## src/rtl/sync_frame_tx_pkg.sv

```systemverilog
// sync_frame_tx_pkg
// Shared definitions for the sync-link framer. The receive side imports the
// same package so both ends agree on the sync pattern and state encodings.
//   BYTE_W            payload byte width
//   NDATA_DEFAULT     default sync word length in bits
//   SYNC_WORD_DEFAULT default sync pattern, sent MSB first
//   state_t           framer state encodings (3-bit)
package sync_frame_tx_pkg;

  localparam int BYTE_W        = 8;
  localparam int NDATA_DEFAULT = 128;

  localparam logic [127:0] SYNC_WORD_DEFAULT = {8{16'hA5C3}};

  typedef enum logic [2:0] {
    ST_IDLE  = 3'd0,
    ST_SYNC  = 3'd1,
    ST_FETCH = 3'd2,
    ST_DATA  = 3'd3,
    ST_TAIL  = 3'd4
  } state_t;

endpackage

```

## src/rtl/sync_frame_tx.sv

```systemverilog
// sync_frame_tx
// Transmit-side framer: sends an NDATA-bit sync word (MSB first), then len
// payload bytes (MSB first), one bit per bit_tick, then holds the last bit for
// one more tick period before closing the frame.
// Ports:
//   clk        system clock, rising edge
//   rst        synchronous active-high reset
//   start      frame request, honoured only when idle
//   len        payload byte count, captured with start (0 = sync word only)
//   bit_tick   one-cycle bit-period strobe
//   din        payload byte
//   din_valid  din holds a byte
//   din_ready  framer accepts din this cycle
//   tx_out     serial line bit (registered, idle level 0)
//   tx_active  a frame is in progress
//   done       one-cycle pulse on normal frame completion
//   underrun   sticky: last frame aborted for lack of data
module sync_frame_tx
  import sync_frame_tx_pkg::*;
#(
  parameter int               NDATA     = NDATA_DEFAULT,
  parameter logic [NDATA-1:0] SYNC_WORD = SYNC_WORD_DEFAULT[NDATA-1:0]
) (
  input  logic       clk,
  input  logic       rst,
  input  logic       start,
  input  logic [7:0] len,
  input  logic       bit_tick,
  input  logic [7:0] din,
  input  logic       din_valid,
  output logic       din_ready,
  output logic       tx_out,
  output logic       tx_active,
  output logic       done,
  output logic       underrun
);

  // Index width into the sync word; the bit counter also walks byte bits,
  // so it never gets narrower than 4 bits even for very short sync words.
  localparam int IW = (NDATA > 1) ? $clog2(NDATA) : 1;
  localparam int CW = ((IW + 1) > 4) ? (IW + 1) : 4;

  state_t        state_r, state_nxt_s;
  logic [CW-1:0] bit_cnt_r, bit_cnt_nxt_s;
  logic [7:0]    bytes_left_r, bytes_left_nxt_s;
  logic [7:0]    shreg_r, shreg_nxt_s;
  logic          tx_out_r, tx_out_nxt_s;
  logic          tx_active_r, tx_active_nxt_s;
  logic          done_r, done_nxt_s;
  logic          underrun_r, underrun_nxt_s;
  logic          din_ready_r;

  logic [IW-1:0] sync_idx_s;
  logic [2:0]    byte_idx_s;
  logic [7:0]    bytes_dec_s;
  logic          handshake_s;

  assign sync_idx_s  = IW'(NDATA - 1) - bit_cnt_r[IW-1:0];
  assign byte_idx_s  = 3'(BYTE_W - 1) - bit_cnt_r[2:0];
  assign bytes_dec_s = bytes_left_r - 8'd1;
  assign handshake_s = din_valid & din_ready_r;

  // Next-state and next-datapath logic for the framer.
  always_comb begin
    state_nxt_s      = state_r;
    bit_cnt_nxt_s    = bit_cnt_r;
    bytes_left_nxt_s = bytes_left_r;
    shreg_nxt_s      = shreg_r;
    tx_out_nxt_s     = tx_out_r;
    tx_active_nxt_s  = tx_active_r;
    done_nxt_s       = 1'b0;
    underrun_nxt_s   = underrun_r;
    case (state_r)
      ST_IDLE: begin
        tx_out_nxt_s = 1'b0;
        // A tick coinciding with start is deliberately dropped here.
        if (start) begin
          bytes_left_nxt_s = len;
          bit_cnt_nxt_s    = '0;
          underrun_nxt_s   = 1'b0;
          tx_active_nxt_s  = 1'b1;
          state_nxt_s      = ST_SYNC;
        end else begin
          state_nxt_s = ST_IDLE;
        end
      end
      ST_SYNC: begin
        if (bit_tick) begin
          tx_out_nxt_s  = SYNC_WORD[sync_idx_s];
          bit_cnt_nxt_s = bit_cnt_r + CW'(1);
          if (bit_cnt_r == CW'(NDATA - 1)) begin
            if (bytes_left_r != 8'd0) begin
              state_nxt_s = ST_FETCH;
            end else begin
              state_nxt_s = ST_TAIL;
            end
          end else begin
            state_nxt_s = ST_SYNC;
          end
        end else begin
          state_nxt_s = ST_SYNC;
        end
      end
      ST_FETCH: begin
        if (handshake_s) begin
          shreg_nxt_s = din;
          state_nxt_s = ST_DATA;
          // Same-cycle tick sends the MSB straight from din to avoid a gap.
          if (bit_tick) begin
            tx_out_nxt_s  = din[7];
            bit_cnt_nxt_s = CW'(1);
          end else begin
            bit_cnt_nxt_s = '0;
          end
        end else if (bit_tick) begin
          tx_out_nxt_s    = 1'b0;
          underrun_nxt_s  = 1'b1;
          tx_active_nxt_s = 1'b0;
          state_nxt_s     = ST_IDLE;
        end else begin
          state_nxt_s = ST_FETCH;
        end
      end
      ST_DATA: begin
        if (bit_tick) begin
          tx_out_nxt_s  = shreg_r[byte_idx_s];
          bit_cnt_nxt_s = bit_cnt_r + CW'(1);
          if (bit_cnt_r == CW'(BYTE_W - 1)) begin
            bytes_left_nxt_s = bytes_dec_s;
            if (bytes_dec_s != 8'd0) begin
              state_nxt_s = ST_FETCH;
            end else begin
              state_nxt_s = ST_TAIL;
            end
          end else begin
            state_nxt_s = ST_DATA;
          end
        end else begin
          state_nxt_s = ST_DATA;
        end
      end
      ST_TAIL: begin
        // Last bit has been held for a full period; close the frame.
        if (bit_tick) begin
          tx_out_nxt_s    = 1'b0;
          tx_active_nxt_s = 1'b0;
          done_nxt_s      = 1'b1;
          state_nxt_s     = ST_IDLE;
        end else begin
          state_nxt_s = ST_TAIL;
        end
      end
      default: begin
        tx_out_nxt_s    = 1'b0;
        tx_active_nxt_s = 1'b0;
        state_nxt_s     = ST_IDLE;
      end
    endcase
  end

  // Framer registers; rst has priority over every other input.
  always_ff @(posedge clk) begin
    if (rst) begin
      state_r      <= ST_IDLE;
      bit_cnt_r    <= '0;
      bytes_left_r <= 8'd0;
      shreg_r      <= 8'd0;
      tx_out_r     <= 1'b0;
      tx_active_r  <= 1'b0;
      done_r       <= 1'b0;
      underrun_r   <= 1'b0;
      din_ready_r  <= 1'b0;
    end else begin
      state_r      <= state_nxt_s;
      bit_cnt_r    <= bit_cnt_nxt_s;
      bytes_left_r <= bytes_left_nxt_s;
      shreg_r      <= shreg_nxt_s;
      tx_out_r     <= tx_out_nxt_s;
      tx_active_r  <= tx_active_nxt_s;
      done_r       <= done_nxt_s;
      underrun_r   <= underrun_nxt_s;
      // Registered decode: high exactly while the framer sits in FETCH.
      din_ready_r  <= (state_nxt_s == ST_FETCH);
    end
  end

  assign din_ready = din_ready_r;
  assign tx_out    = tx_out_r;
  assign tx_active = tx_active_r;
  assign done      = done_r;
  assign underrun  = underrun_r;

endmodule

```

## config.mk

```make
export PLATFORM = sky130hd
export DESIGN_NAME = sync_frame_tx
export DESIGN_NICKNAME = d
export VERILOG_FILES = /design/src/rtl/sync_frame_tx_pkg.sv /design/src/rtl/sync_frame_tx.sv
export SDC_FILE = /design/constraint.sdc
export NUM_CORES = 1
export LEC_CHECK = 0
export CAP_MARGIN = 20
export CORE_MARGIN = 5
export CORE_UTILIZATION = 30
export CTS_CLUSTER_DIAMETER = 30
export DETAILED_ROUTE_END_ITERATION = 8
export SLEW_MARGIN = 40
export SYNTH_ARGS = -nofsm -noshare
export SYNTH_HDL_FRONTEND = slang
export SYNTH_SLANG_ARGS = --single-unit
export TNS_END_PERCENT = 10
```

## constraint.sdc

```tcl
create_clock -name clk -period 1.9 [get_ports clk]
set_input_delay 0.38 -clock clk [delete_from_list [all_inputs] [get_ports clk]]
set_output_delay 0.38 -clock clk [all_outputs]
set_load 0.005 [all_outputs]
```

==> results_dict.tcl, run 1 <==
set metrics [dict create \
    grt_start_max_net_pins 16 \
    synth_seq_cells 32 \
    powerDensity_nw_per_um2 662 \
    ff2ff_path_depth 7 \
    clkTransAtPathRegs_ps 70 \
    synth_edf_count 0 \
    diodes 0 \
    cts_max_path_buffers 2 \
    worstMarginPinSlew_ps 434 \
    regToRegSetupSlack_ps 120 \
    gp_congestion 0.899 \
    die_area_um2 7940 \
    initial_utilization 0.313 \
    status "finished clean" \
    hp-class "register to register" \
    switchingPower_uw 386 \
    synth_area_per_cell_um2 8.02 \
    cts_sinks 32 \
    clock_latency_ps 290 \
    antenna_found_initial 0 \
    ant_nets 0 \
    cts_buffers 5 \
    p_int_uw 1270 \
    finalNonFillerCells 354 \
    synthTopCellsByArea "dfxtp_1 34%, nor2_1 6.0%, a21oi_1 5.3%, mux2i_1 4.3%, nand2_1 3.6%" \
    period_share 0.936 \
    syn_area_um2 1880 \
    ys_warn_count 0 \
    p_clk_frac 0.431 \
    syn_nets 259 \
    worst_hold_slack_ps 463 \
    synth_cell_types 50 \
    post_dp_cell_area_um2 2360 \
    cts-resized-gates 2 \
    comb_power_share 0.142 \
    critPathRequiredTime_ps 2070 \
    first_pass_iters 4 \
    wire_per_inst_um 13.5 \
    core_area_um2 5990 \
    yosys.area.top_type "dfxtp_1" \
    yosysTopAreaCellShare 0.341 \
    cts_htree_levels 2 \
    crit_path_start_kind "register" \
    synth_ff_type "dfxtp_1" \
    switching_share 0.233 \
    fillers 618 \
    p_total_uw 1660 \
    seq_power_share 0.426 \
    nNetsFinal 303 \
    whs_path_depth 2 \
    routed_via_density 5.22 \
    ys_seq_area_frac 0.341 \
    fin_crit_ps 1780 \
    max_clock_freq_mhz 562 \
    post_cts_buffers 0 \
    reg2reg_to "din_ready" \
    drc 0 \
    endpoint_kind "register" \
    fin_area_um2 2510 \
    cts_tree "done" \
    pin_count 26 \
    io_buffers 25 \
    grt_overflow 0 \
    cts-root-buf "clkbuf_8" \
    maxCapViolCount 0 \
    dp.cells 346 \
    hpwl_um 3610 \
    areaGrowthSynthToFinish_pct 33.6 \
    worstSetupPathType "register to register" \
    wl_um 4790 \
    relSlewSlack 0.710 \
    fp.dieH_um 89.1 \
    die_x_um 89.1 \
    setup_violations 0 \
    grt_pass1_vias 1814 \
    grt_setup_unrepaired "yes" \
    worstReg2RegStart "bytes_left_r[0]" \
    rows 28 \
    num_vias 1847 \
    cts_hold_buf 0 \
    async_reset_ff_frac 0 \
    drtIter0Drc 85 \
    finalMaxSlewViolations 0 \
    critPathMaxFanout 4 \
    leakagePower_uw 0.000969 \
    hold_end "shreg_r[7]" \
    layout-drive-gt1-share 0.165 \
    hold_viol 0 \
    finClkSkew_ps 8.42 \
    grt_pass1_wl_um 8310 \
    vdd_drop_max_uv 301 \
    arrival_ps 1950 \
    syn_inst 234 \
    hold_start "shreg_r[7]" \
    track_usage 0.132 \
]
==> worst max-delay path: stages (launching register included) <==
cell and delay (ps):
dfxtp_1 370, inv_1 90, ha_1 250, xnor2_1 200, nand4_1 110, a311o_1 360
a21oi_1 210, nor3b_1 70
==> worst max path at each step <==
stage	endpoint	startpoint	slack [ps]
after floorplan	tx_out	bit_cnt_r[0]	150
after global placement	bytes_left_r[5]	bit_tick	-220
after detailed placement	bytes_left_r[5]	bit_tick	-270
after CTS	tx_out	bit_cnt_r[0]	80
after global routing	tx_out	bit_tick	-10
final	din_ready	bytes_left_r[0]	120
==> cell families after synthesis <==
group	count (synthesis)	share of synthesized area
adders and majority gates	4	0.0267
muxes	10	0.0687
DFF	32	0.341
xor gates and xnor gates	7	0.0327
and+or+nand+nor	102	0.285
AOI/OAI and AO/OA	58	0.197
buffers and inverters	21	0.0493
==> flip-flops by register name, summed over array words and instances, names as in the netlist <==
| register | count |
|---|---|
| bit_cnt_r | 8 |
| bytes_left_r | 8 |
| shreg_r | 8 |
| state_r | 3 |
| din_ready | 1 |
| done | 1 |
| tx_active | 1 |
| tx_out | 1 |
| underrun | 1 |
==> power groups by stage <==
stage / Sequential, µW / Combinational, µW / Clock, µW
after floorplan: 715 / 133 / 0
after global placement: 722 / 230 / 0
after detailed placement: 722 / 229 / 0
after CTS: 707 / 231 / 733
after global routing: 710 / 264 / 757
final: 708 / 236 / 716
==> per-stage QoR <==
stage                     setup TNS [ps]  setup slack, ps   util
final                                  0              122  0.419
after global routing               -17.6            -14.5  0.419
after CTS                              0             75.4  0.415
after detailed placement           -2480             -267  0.393
after global placement             -2150             -222  0.393
after floorplan                        0              154      -
==> layer usage <==
| layer | track usage | wire (µm) |
|---|---|---|
| met1 | 0.188 | 2370 |
| met4 | 0.0447 | 51 |
| met5 | 0 | 0 |
| met3 | 0.0286 | 255 |
| met2 | 0.199 | 2120 |
==> cells in the final DEF, fill, tap and decap left out, types with 2 or more instances in the layout <==
cell type / synthesis / routed
a211oi_1: 3 / 3
a21o_1: 3 / 2
a21oi_1: 20 / 20
a31oi_1: 3 / 3
and2_1: 2 / 2
and3_1: 2 / 2
buf_4: 0 / 28
clkbuf_8: 0 / 7
clkdlybuf4s50_1: 0 / 25
dfxtp_1: 32 / 29
dfxtp_2: 0 / 3
ha_1: 4 / 4
inv_1: 5 / 5
mux2i_1: 8 / 8
nand2_1: 18 / 18
nand2b_1: 6 / 6
nand3_1: 8 / 8
nand4_1: 6 / 6
nand4b_1: 2 / 2
nor2_1: 30 / 30
nor2b_1: 2 / 2
nor3_1: 11 / 11
nor3b_1: 4 / 3
o21ai_0: 11 / 11
o31ai_1: 4 / 4
o32ai_1: 3 / 3
or3_1: 4 / 4
xnor2_1: 6 / 6
==> cell type report <==
| class | count | area (µm²) | share of cell area |
|---|---|---|---|
| inverter | 5 | 18.8 | 0.00749 |
| sequential | 32 | 644 | 0.257 |
| multi-input combinational | 181 | 1160 | 0.464 |
| clock inverter | 1 | 30.0 | 0.0120 |
| clock buffer | 7 | 96.3 | 0.0384 |
| tap | 75 | 93.8 | 0.0374 |
| timing repair buffer | 53 | 460 | 0.184 |
==> Yosys cell counts, drive strengths merged, types with 3 or more instances <==
| cell type | n |
|---|---|
| a21o | 3 |
| nand2 | 18 |
| mux2i | 8 |
| nor2 | 30 |
| xnor2 | 6 |
| a21oi | 20 |
| clkbuf | 10 |
| nand4 | 6 |
| nand2b | 6 |
| nand3 | 8 |
| inv | 5 |
| o31ai | 4 |
| nor3 | 11 |
| or3 | 4 |
| ha | 4 |
| dfxtp | 32 |
| a31oi | 3 |
| nor3b | 4 |
| a211oi | 3 |
| buf | 6 |
| o32ai | 3 |
| o21ai | 11 |
Note: power is estimated with default switching activity, not from simulation.
==> run 2, diff against run 1 <==
--- a/config.mk
+++ b/config.mk
@@ -5,6 +5,7 @@
 export SDC_FILE = /design/constraint.sdc
 export NUM_CORES = 1
 export LEC_CHECK = 0
+export ABC_AREA = 0
 export CAP_MARGIN = 20
 export CORE_MARGIN = 5
 export CORE_UTILIZATION = 30
==> results of run 2 <==
Same layout as run 1: the final DEF is identical, and so are final timing and power.
==> run 3, diff against run 2 <==
--- a/config.mk
+++ b/config.mk
@@ -7,11 +7,11 @@
 export LEC_CHECK = 0
 export ABC_AREA = 0
 export CAP_MARGIN = 20
+export CORE_ASPECT_RATIO = 1.5
 export CORE_MARGIN = 5
 export CORE_UTILIZATION = 30
 export CTS_CLUSTER_DIAMETER = 30
 export DETAILED_ROUTE_END_ITERATION = 8
-export SLEW_MARGIN = 40
 export SYNTH_ARGS = -nofsm -noshare
 export SYNTH_HDL_FRONTEND = slang
 export SYNTH_SLANG_ARGS = --single-unit
==> run 3 against run 2 <==
Sequential cell count is the same; cell area shrank 1.9%; worst hold slack is essentially flat; power shrank 9.4%; clock skew grew 2.1 ps; non-clock buffer count shrank 1; utilization shrank 1.8 points; maximum frequency shrank 0.33%; cell count shrank 0.56%; register-to-register slack is essentially flat; largest cell class unchanged.
==> results_dict.tcl, run 3 (synthesis results as in run 1) <==
set metrics [dict create \
    worstSetupPathType "register to register" \
    p_total_uw 1500 \
    initial_utilization 0.306 \
    die_x_um 74.6 \
    grt_setup_unrepaired "no" \
    fillers 655 \
    finClkSkew_ps 10.5 \
    powerDensity_nw_per_um2 612 \
    grt_overflow 0 \
    layout-drive-gt1-share 0.155 \
    reg2reg_to "din_ready" \
    vdd_drop_max_uv 270 \
    arrival_ps 1970 \
    clock_latency_ps 290 \
    status "finished clean" \
    cts_tree "done" \
    die_area_um2 7970 \
    cts_htree_levels 2 \
    wl_um 5170 \
    rows 35 \
    cts-root-buf "clkbuf_8" \
    hold_end "shreg_r[7]" \
    endpoint_kind "register" \
    worstReg2RegStart "bytes_left_r[0]" \
    num_vias 1874 \
    grt_pass1_wl_um 8640 \
    crit_path_start_kind "register" \
    gp_congestion 0.876 \
    whs_path_depth 2 \
    maxCapViolCount 0 \
    regToRegSetupSlack_ps 120 \
    dp_slack_ps -259 \
    fin_crit_ps 1780 \
    diodes 0 \
    grt_pass1_vias 1862 \
    areaGrowthSynthToFinish_pct 31.0 \
    cts_max_path_buffers 2 \
    io_buffers 25 \
    max_clock_freq_mhz 560 \
    setup_violations 0 \
    cts_buffers 5 \
    drtIter0Drc 127 \
    drc 0 \
    ant_nets 0 \
    relSlewSlack 0.717 \
    worstMarginPinSlew_ps 423 \
    hold_viol 0 \
    hpwl_um 4000 \
    core_area_um2 6130 \
    pin_count 26 \
    hp-class "register to register" \
    clkTransAtPathRegs_ps 80 \
    hold_start "shreg_r[7]" \
    cts_hold_buf 0 \
    fin_ws_ps 116 \
    routed_via_density 5.32 \
    grt_start_max_net_pins 16 \
    leakagePower_uw 0.000940 \
    critPathMaxFanout 4 \
    antenna_found_initial 0 \
    track_usage 0.137 \
    cts_sinks 32 \
    nNetsFinal 302 \
    wire_per_inst_um 14.7 \
    fp.dieH_um 107 \
    first_pass_iters 4 \
    reg_top3 "bit_cnt_r: 8 flops, bytes_left_r: 8 flops, shreg_r: 8 flops" \
    final_cell_mix "30 x nor2_1, 30 x dfxtp_1, 27 x buf_4, 25 x clkdlybuf4s50_1, 20 x a21oi_1" \
    ff2ff_path_depth 7 \
    finalMaxSlewViolations 0 \
    period_share 0.939 \
    critPathRequiredTime_ps 2080 \
    fin_setup_tns_ps 0 \
]
[run 3: power breakdown]
| group | internal [µW] | switching [µW] |
|---|---|---|
| Clock | 259 | 288 |
| Combinational | 131 | 125 |
| Sequential | 687 | 14.7 |
[run 3: layout make-up]
type	instances	area, µm²	area share
Clock buffer	5	68.8	0.0280
Multi-Input combinational cell	181	1160	0.471
Tap cell	74	92.6	0.0377
Inverter	5	18.8	0.00763
Clock inverter	3	23.8	0.00967
Sequential cell	32	643	0.262
Timing Repair Buffer	52	453	0.184
[run 3: metrics by stage]
| stage | std cells | hold WS (ps) | area, µm² | util |
|---|---|---|---|---|
| detailed placement | 344 | 452 | 2350 | 0.383 |
| global route | 352 | 501 | 2460 | 0.401 |
| global placement | 344 | 445 | 2350 | 0.383 |
| CTS | 352 | 464 | 2440 | 0.398 |
| floorplan | 234 | 433 | 1880 | - |
| finish | 352 | 463 | 2460 | 0.401 |
[run 3: metal layers]
layer / up-vias / track usage / wire length (µm)
met5: - / 0 / 0
met3: 13 / 0.0281 / 228
met2: 44 / 0.246 / 2810
li1: 942 / - / -
met4: 0 / 0.0598 / 136
met1: 875 / 0.151 / 2000
[run 3: critical path, cell delays in order, from the launching register on]
cell     delay (ps)
dfxtp_1         380
inv_1            90
ha_1            260
xnor2_1         190
nand4_1         120
a311o_1         370
a21oi_1         200
nor3b_1          70
[run 3: timing repair]
item | in CTS | in global routing
endpoints found under the hold margin | 0 | 0
setup endpoints to repair | 2 | 7
buffers inserted | 0 | 0
gates resized for setup | 1 | 6
[run 3: worst max-delay path by stage]
stage	from	endpoint	slack, ps
6_report	bytes_left_r[0]	din_ready	120
5_1_grt	bytes_left_r[0]	din_ready	30
4_1_cts	bit_cnt_r[0]	bytes_left_r[0]	20
3_5_place_dp	bit_tick	bytes_left_r[0]	-260
3_3_place_gp	bit_tick	bytes_left_r[5]	-180
2_1_floorplan	bit_cnt_r[0]	tx_out	150
